<file path="src/rtl/stream_mux_rr.sv">
// rtl/stream_mux_rr.sv - N-channel valid/ready stream mux, fixed or round-robin select, registered output.
// Optional per-channel burst grants when MUX_BURST_EN is defined.
module stream_mux_rr #(
  parameter int WIDTH    = 8,
  parameter int CHANNELS = 4,
  parameter int SEL_W    = 2,
  parameter int BURST    = 4
) (
  input  logic                      clk,
  input  logic                      rst,
  input  logic [CHANNELS*WIDTH-1:0] in_data,
  input  logic [CHANNELS-1:0]       in_valid,
  output logic [CHANNELS-1:0]       in_ready,
  input  logic                      mode,
  input  logic [SEL_W-1:0]          sel,
  output logic [WIDTH-1:0]          out_data,
  output logic                      out_valid,
  input  logic                      out_ready,
  output logic [SEL_W-1:0]          out_chan
);

  localparam logic [SEL_W-1:0] LAST = SEL_W'(CHANNELS - 1);

  if (BURST < 1 || CHANNELS < 2 || CHANNELS > 16 || (1 << SEL_W) < CHANNELS) begin : g_param_check
    $error("stream_mux_rr: illegal parameter combination");
  end

  logic [SEL_W-1:0] ptr;
  logic [SEL_W-1:0] g;
  logic             gv;
  logic [WIDTH-1:0] gdata;
  logic             load_en;
  logic             accept;
  logic [SEL_W-1:0] ptr_step;

  assign load_en  = !out_valid || out_ready;
  assign accept   = !rst && load_en && gv;
  assign ptr_step = (g == LAST) ? '0 : g + 1'b1;

  // Round-robin: lowest valid channel at or above ptr, otherwise wrap to the lowest valid one.
  always_comb begin
    g  = sel;
    gv = 1'b0;
    if (!mode) begin
      for (int i = 0; i < CHANNELS; i++) begin
        if (sel == SEL_W'(i)) gv = in_valid[i];
      end
    end else begin
      g = '0;
      for (int i = 0; i < CHANNELS; i++) begin
        if (!gv && in_valid[i] && SEL_W'(i) >= ptr) begin
          g  = SEL_W'(i);
          gv = 1'b1;
        end
      end
      for (int i = 0; i < CHANNELS; i++) begin
        if (!gv && in_valid[i]) begin
          g  = SEL_W'(i);
          gv = 1'b1;
        end
      end
    end
  end

  always_comb begin
    gdata    = '0;
    in_ready = '0;
    for (int i = 0; i < CHANNELS; i++) begin
      if (g == SEL_W'(i)) begin
        gdata       = in_data[i*WIDTH +: WIDTH];
        in_ready[i] = accept;
      end
    end
  end

  always_ff @(posedge clk) begin
    if (rst) begin
      out_valid <= 1'b0;
      out_data  <= '0;
      out_chan  <= '0;
    end else if (load_en) begin
      out_valid <= accept;
      if (accept) begin
        out_data <= gdata;
        out_chan <= g;
      end
    end
  end

`ifdef MUX_BURST_EN
  localparam int BW = (BURST > 1) ? $clog2(BURST) : 1;

  logic [BW-1:0]    bcnt;
  logic [BW-1:0]    bnext;
  logic             bact;
  logic [SEL_W-1:0] lc;
  logic             burst_end;

  // ptr parks on the bursting channel, so the normal scan keeps granting it until the burst ends.
  assign bnext     = (bact && g == lc) ? bcnt + 1'b1 : '0;
  assign burst_end = (bnext >= BW'(BURST - 1));

  always_ff @(posedge clk) begin
    if (rst) begin
      ptr  <= '0;
      bcnt <= '0;
      bact <= 1'b0;
      lc   <= '0;
    end else if (accept && mode) begin
      lc <= g;
      if (burst_end) begin
        bcnt <= '0;
        bact <= 1'b0;
        ptr  <= ptr_step;
      end else begin
        bcnt <= bnext;
        bact <= 1'b1;
        ptr  <= g;
      end
    end else if (!mode) begin
      bcnt <= '0;
      bact <= 1'b0;
    end
  end
`else
  always_ff @(posedge clk) begin
    if (rst) begin
      ptr <= '0;
    end else if (accept && mode) begin
      ptr <= ptr_step;
    end
  end
`endif

endmodule

</file>
<file path="config.mk">
export PLATFORM = sky130hd
export DESIGN_NAME = stream_mux_rr
export DESIGN_NICKNAME = d
export VERILOG_FILES = /design/src/rtl/stream_mux_rr.sv
export SDC_FILE = /design/constraint.sdc
export NUM_CORES = 1
export LEC_CHECK = 0
export BUFFER_PORTS_ARGS = -buffer_cell sky130_fd_sc_hd__buf_4
export CORE_UTILIZATION = 44
export DETAILED_ROUTE_END_ITERATION = 10
export PLACE_DENSITY = 0.79
export SLEW_MARGIN = 20
export SYNTH_ARGS = -nofsm -noshare
export SYNTH_HDL_FRONTEND = slang
export SYNTH_SLANG_ARGS = --single-unit
</file>
<file path="constraint.sdc">
create_clock -name clk -period 3.7 [get_ports clk]
set_clock_uncertainty 0.05 [all_clocks]
set_input_delay 0.74 -clock clk [delete_from_list [all_inputs] [get_ports clk]]
set_output_delay 0.74 -clock clk [all_outputs]
set_load 0.01 [all_outputs]
</file>
==> run_results.csv <==
group,metric,value,unit
place,hpwlAfterDp,2340,um
floorplanning,fp-row-count,17,
grt,grt_pass1_vias,1108,
timing,maxSlewViolCount,0,
yosys,yosys_warnings,0,
cts,postCtsHoldBufs,0,
floorplanning,core-area,0.00221,mm2
final_layout,drive_above_1_share,40.0,%
final_layout,layout_commonest_cell,"buf_4",
run_status,status,"completed",
power,switching_share,34.6,%
yosys,ys_async_sr_fraction,0,%
cts,root_buffer,"clkbuf_4",
yosys,synth.yosys.seq_area_share,25.3,%
detailed_routing,drtIter0Drc,36,
setup_path,critPathRequiredTime,2.91,ns
power,power.switching,0.000154,W
cts,cts.repair.resized,0,
detailed_routing,viasPerCell,5.46,
setup_path,worst_path_max_delay_cell,"ha_1",
setup_path,crit_type,"input port to primary output",
final_layout,nets,227,
final_layout,fillers,218,
final_layout,register_area,260,um2
power,power_density,302,mW/mm2
power,combPwrFrac,42.2,%
cts,clk_latency,0.28,ns
floorplanning,num_io_pins,57,
floorplanning,fp.dieArea,0.00253,mm2
yosys,synthFlopType,"dfxtp_1",
place,port_buffers,56,
timing,setup_tns,0,ns
detailed_routing,drtAntennaViolNets,0,
hold_path,hold_class,"flip-flop to flip-flop",
floorplanning,die_w,50.3,um
final_layout,syn_to_final_growth,42.8,%
floorplanning,die_h,50.3,um
place,place.gp.congestion,0.836,
power,intPower,0.000290,W
detailed_routing,drc_errors,0,
timing,tightest_slew,0.510,ns
setup_path,cp_max_fo,17,
timing,slew_headroom,66.0,%
final_layout,multi_input_area,674,um2
detailed_routing,dr.pass1.iters,6,
grt,overflow,0,
timing,setup_violations,0,
yosys,yosys_register_bits,13,
power,seqPwrFrac,36.9,%
detailed_routing,wl,2970,um
setup_path,cp-start-kind,"input port",
setup_path,crit_path_max_incr_delay,0.48,ns
detailed_routing,vias,1135,
setup_path,worst-path-buf-inv,3,
timing,min_period,3.29,ns
yosys,netlist-cell-type-count,31,
cts,cts_buffers,3,
setup_path,cp_common_cell,"buf_4",
floorplanning,initial_core_util,46.5,%
cts,clock_path_buffers,2,
yosys,syn_area,0.00103,mm2
timing,rsz0062_at_grt,"false",
setup_path,critPathCaptureType,"primary output",
grt,track_usage,24.7,%
cts,cts_max_level,1,
yosys,syn-num-nets,176,
cts,cts_setup_buffers,0,
setup_path,arrival,2.50,ns
final_layout,final_cell_mix,"buf_4, a21oi_1, dfxtp_1",
power,power,0.000444,W
final_layout,antennaDiodeCount,0,
detailed_routing,wl_per_cell,14.3,um
power,peakVddDrop,0.000274,V
power,pwr-share-clk,20.8,%
timing,hold_slack,0.413,ns
timing,hold_viol,0,
grt,grt_start_max_net_pins,18,
cts,cts.sinks,13,
setup_path,critical-path-top-delay-family,"adder cells",
power,p_leak,0.703,nW
grt,grt_pass1_wl,4810,um
timing,fin_crit_sh,88.9,%
yosys,synth.avg_cell_area,7.91,um2
setup_path,cp_cell_sequence,"buf_4 -> a21boi_0 -> o221ai_1 -> mux2_2 -> inv_1 -> ha_1 -> and3_1 -> buf_4",
grt,antenna_found_initial,0,
yosys,synth_edf_count,0,
run,cap_violations,0,
cts,clk_pin_slew,0.08,ns
cts,cts_tree,"done",
yosys,synth_cells,130,
final_layout,fin_util,66.4,%
timing,max_freq,304,MHz
## cell families after synthesis
logic type                 share of synthesized area [%]
AOI/OAI and AO/OA                                   32.4
DFF                                                 25.3
muxes                                               11.9
and+or+nand+nor                                     16.4
adders and majority gates                           4.87
buffers and inverters                               9.12
## cell type report
| type | count | share of cell area (%) |
|---|---|---|
| repair buffers | 57 | 29.1 |
| clock buffers | 4 | 1.79 |
| inverters | 12 | 3.07 |
| multi-input cells | 94 | 45.9 |
| well taps | 28 | 2.39 |
| flip-flops and latches | 13 | 17.7 |
## worst register-to-register path, cell delays in order (launching register included)
cell and delay (ns):
dfxtp_1 0.47, mux2i_1 0.24, o221ai_1 0.16, mux2_2 0.33, inv_1 0.10, ha_1 0.46, a21oi_1 0.12, o21ai_0 0.12
a22oi_1 0.13, a211oi_2 0.24
## synth_stat cells (2+ instances only)
cell type / count / share of area (%)
inv_1: 12 / 4.4
mux2i_1: 7 / 6.8
dfxtp_1: 13 / 25
a211oi_2: 7 / 8.5
nor2_1: 3 / 1.1
and3_1: 4 / 2.4
clkbuf_1: 9 / 3.3
a22oi_1: 8 / 5.8
nor2b_1: 2 / 1.2
o21ai_0: 8 / 3.9
nand2_1: 11 / 4.0
ha_1: 4 / 4.9
a21oi_1: 24 / 12
## metal layers
layer	wire length [um]	track usage [%]	part of all wire (%)	up-vias
met1	1210	26.8	41	508
met3	176	3.94	5.9	4
li1	-	-	-	570
met5	0	0	0	-
met2	1560	48.4	53	53
met4	16	6.48	0.54	0
## state kept, by name, indices dropped and copies added, names as in the netlist
register,cells
out_chan,2
out_data,8
ptr,2
out_valid,1
## final timing paths
path | cells after the start | end | startpoint | slack (ns)
hold / removal | 2 | out_data[3] | out_data[3] | 0.41
setup / recovery | 8 | in_ready[3] | in_valid[0] | 0.41
setup reg to reg | 9 | out_data[6] | ptr[1] | 1.22
hold reg to reg | 2 | out_data[3] | out_data[3] | 0.41
## power groups by stage
| stage | logic [W] | clock network (W) | registers, W |
|---|---|---|---|
| after detailed placement | 0.000187 | 0 | 0.000167 |
| final | 0.000188 | 0.0000925 | 0.000164 |
| after floorplan | 0.000103 | 0 | 0.000171 |
| after CTS | 0.000188 | 0.0000952 | 0.000164 |
| after global placement | 0.000182 | 0 | 0.000166 |
| after global routing | 0.000205 | 0.000103 | 0.000166 |
## per-stage QoR
stage / cell area [um2] / std cells / setup slack (ns)
floorplan: 1030 / 130 / 0.563
global placement: 1440 / 204 / 0.523
detailed placement: 1440 / 204 / 0.443
CTS: 1470 / 208 / 0.435
global route: 1470 / 208 / 0.258
finish: 1470 / 208 / 0.411
No activity file was read; power rests on OpenSTA's default activity.
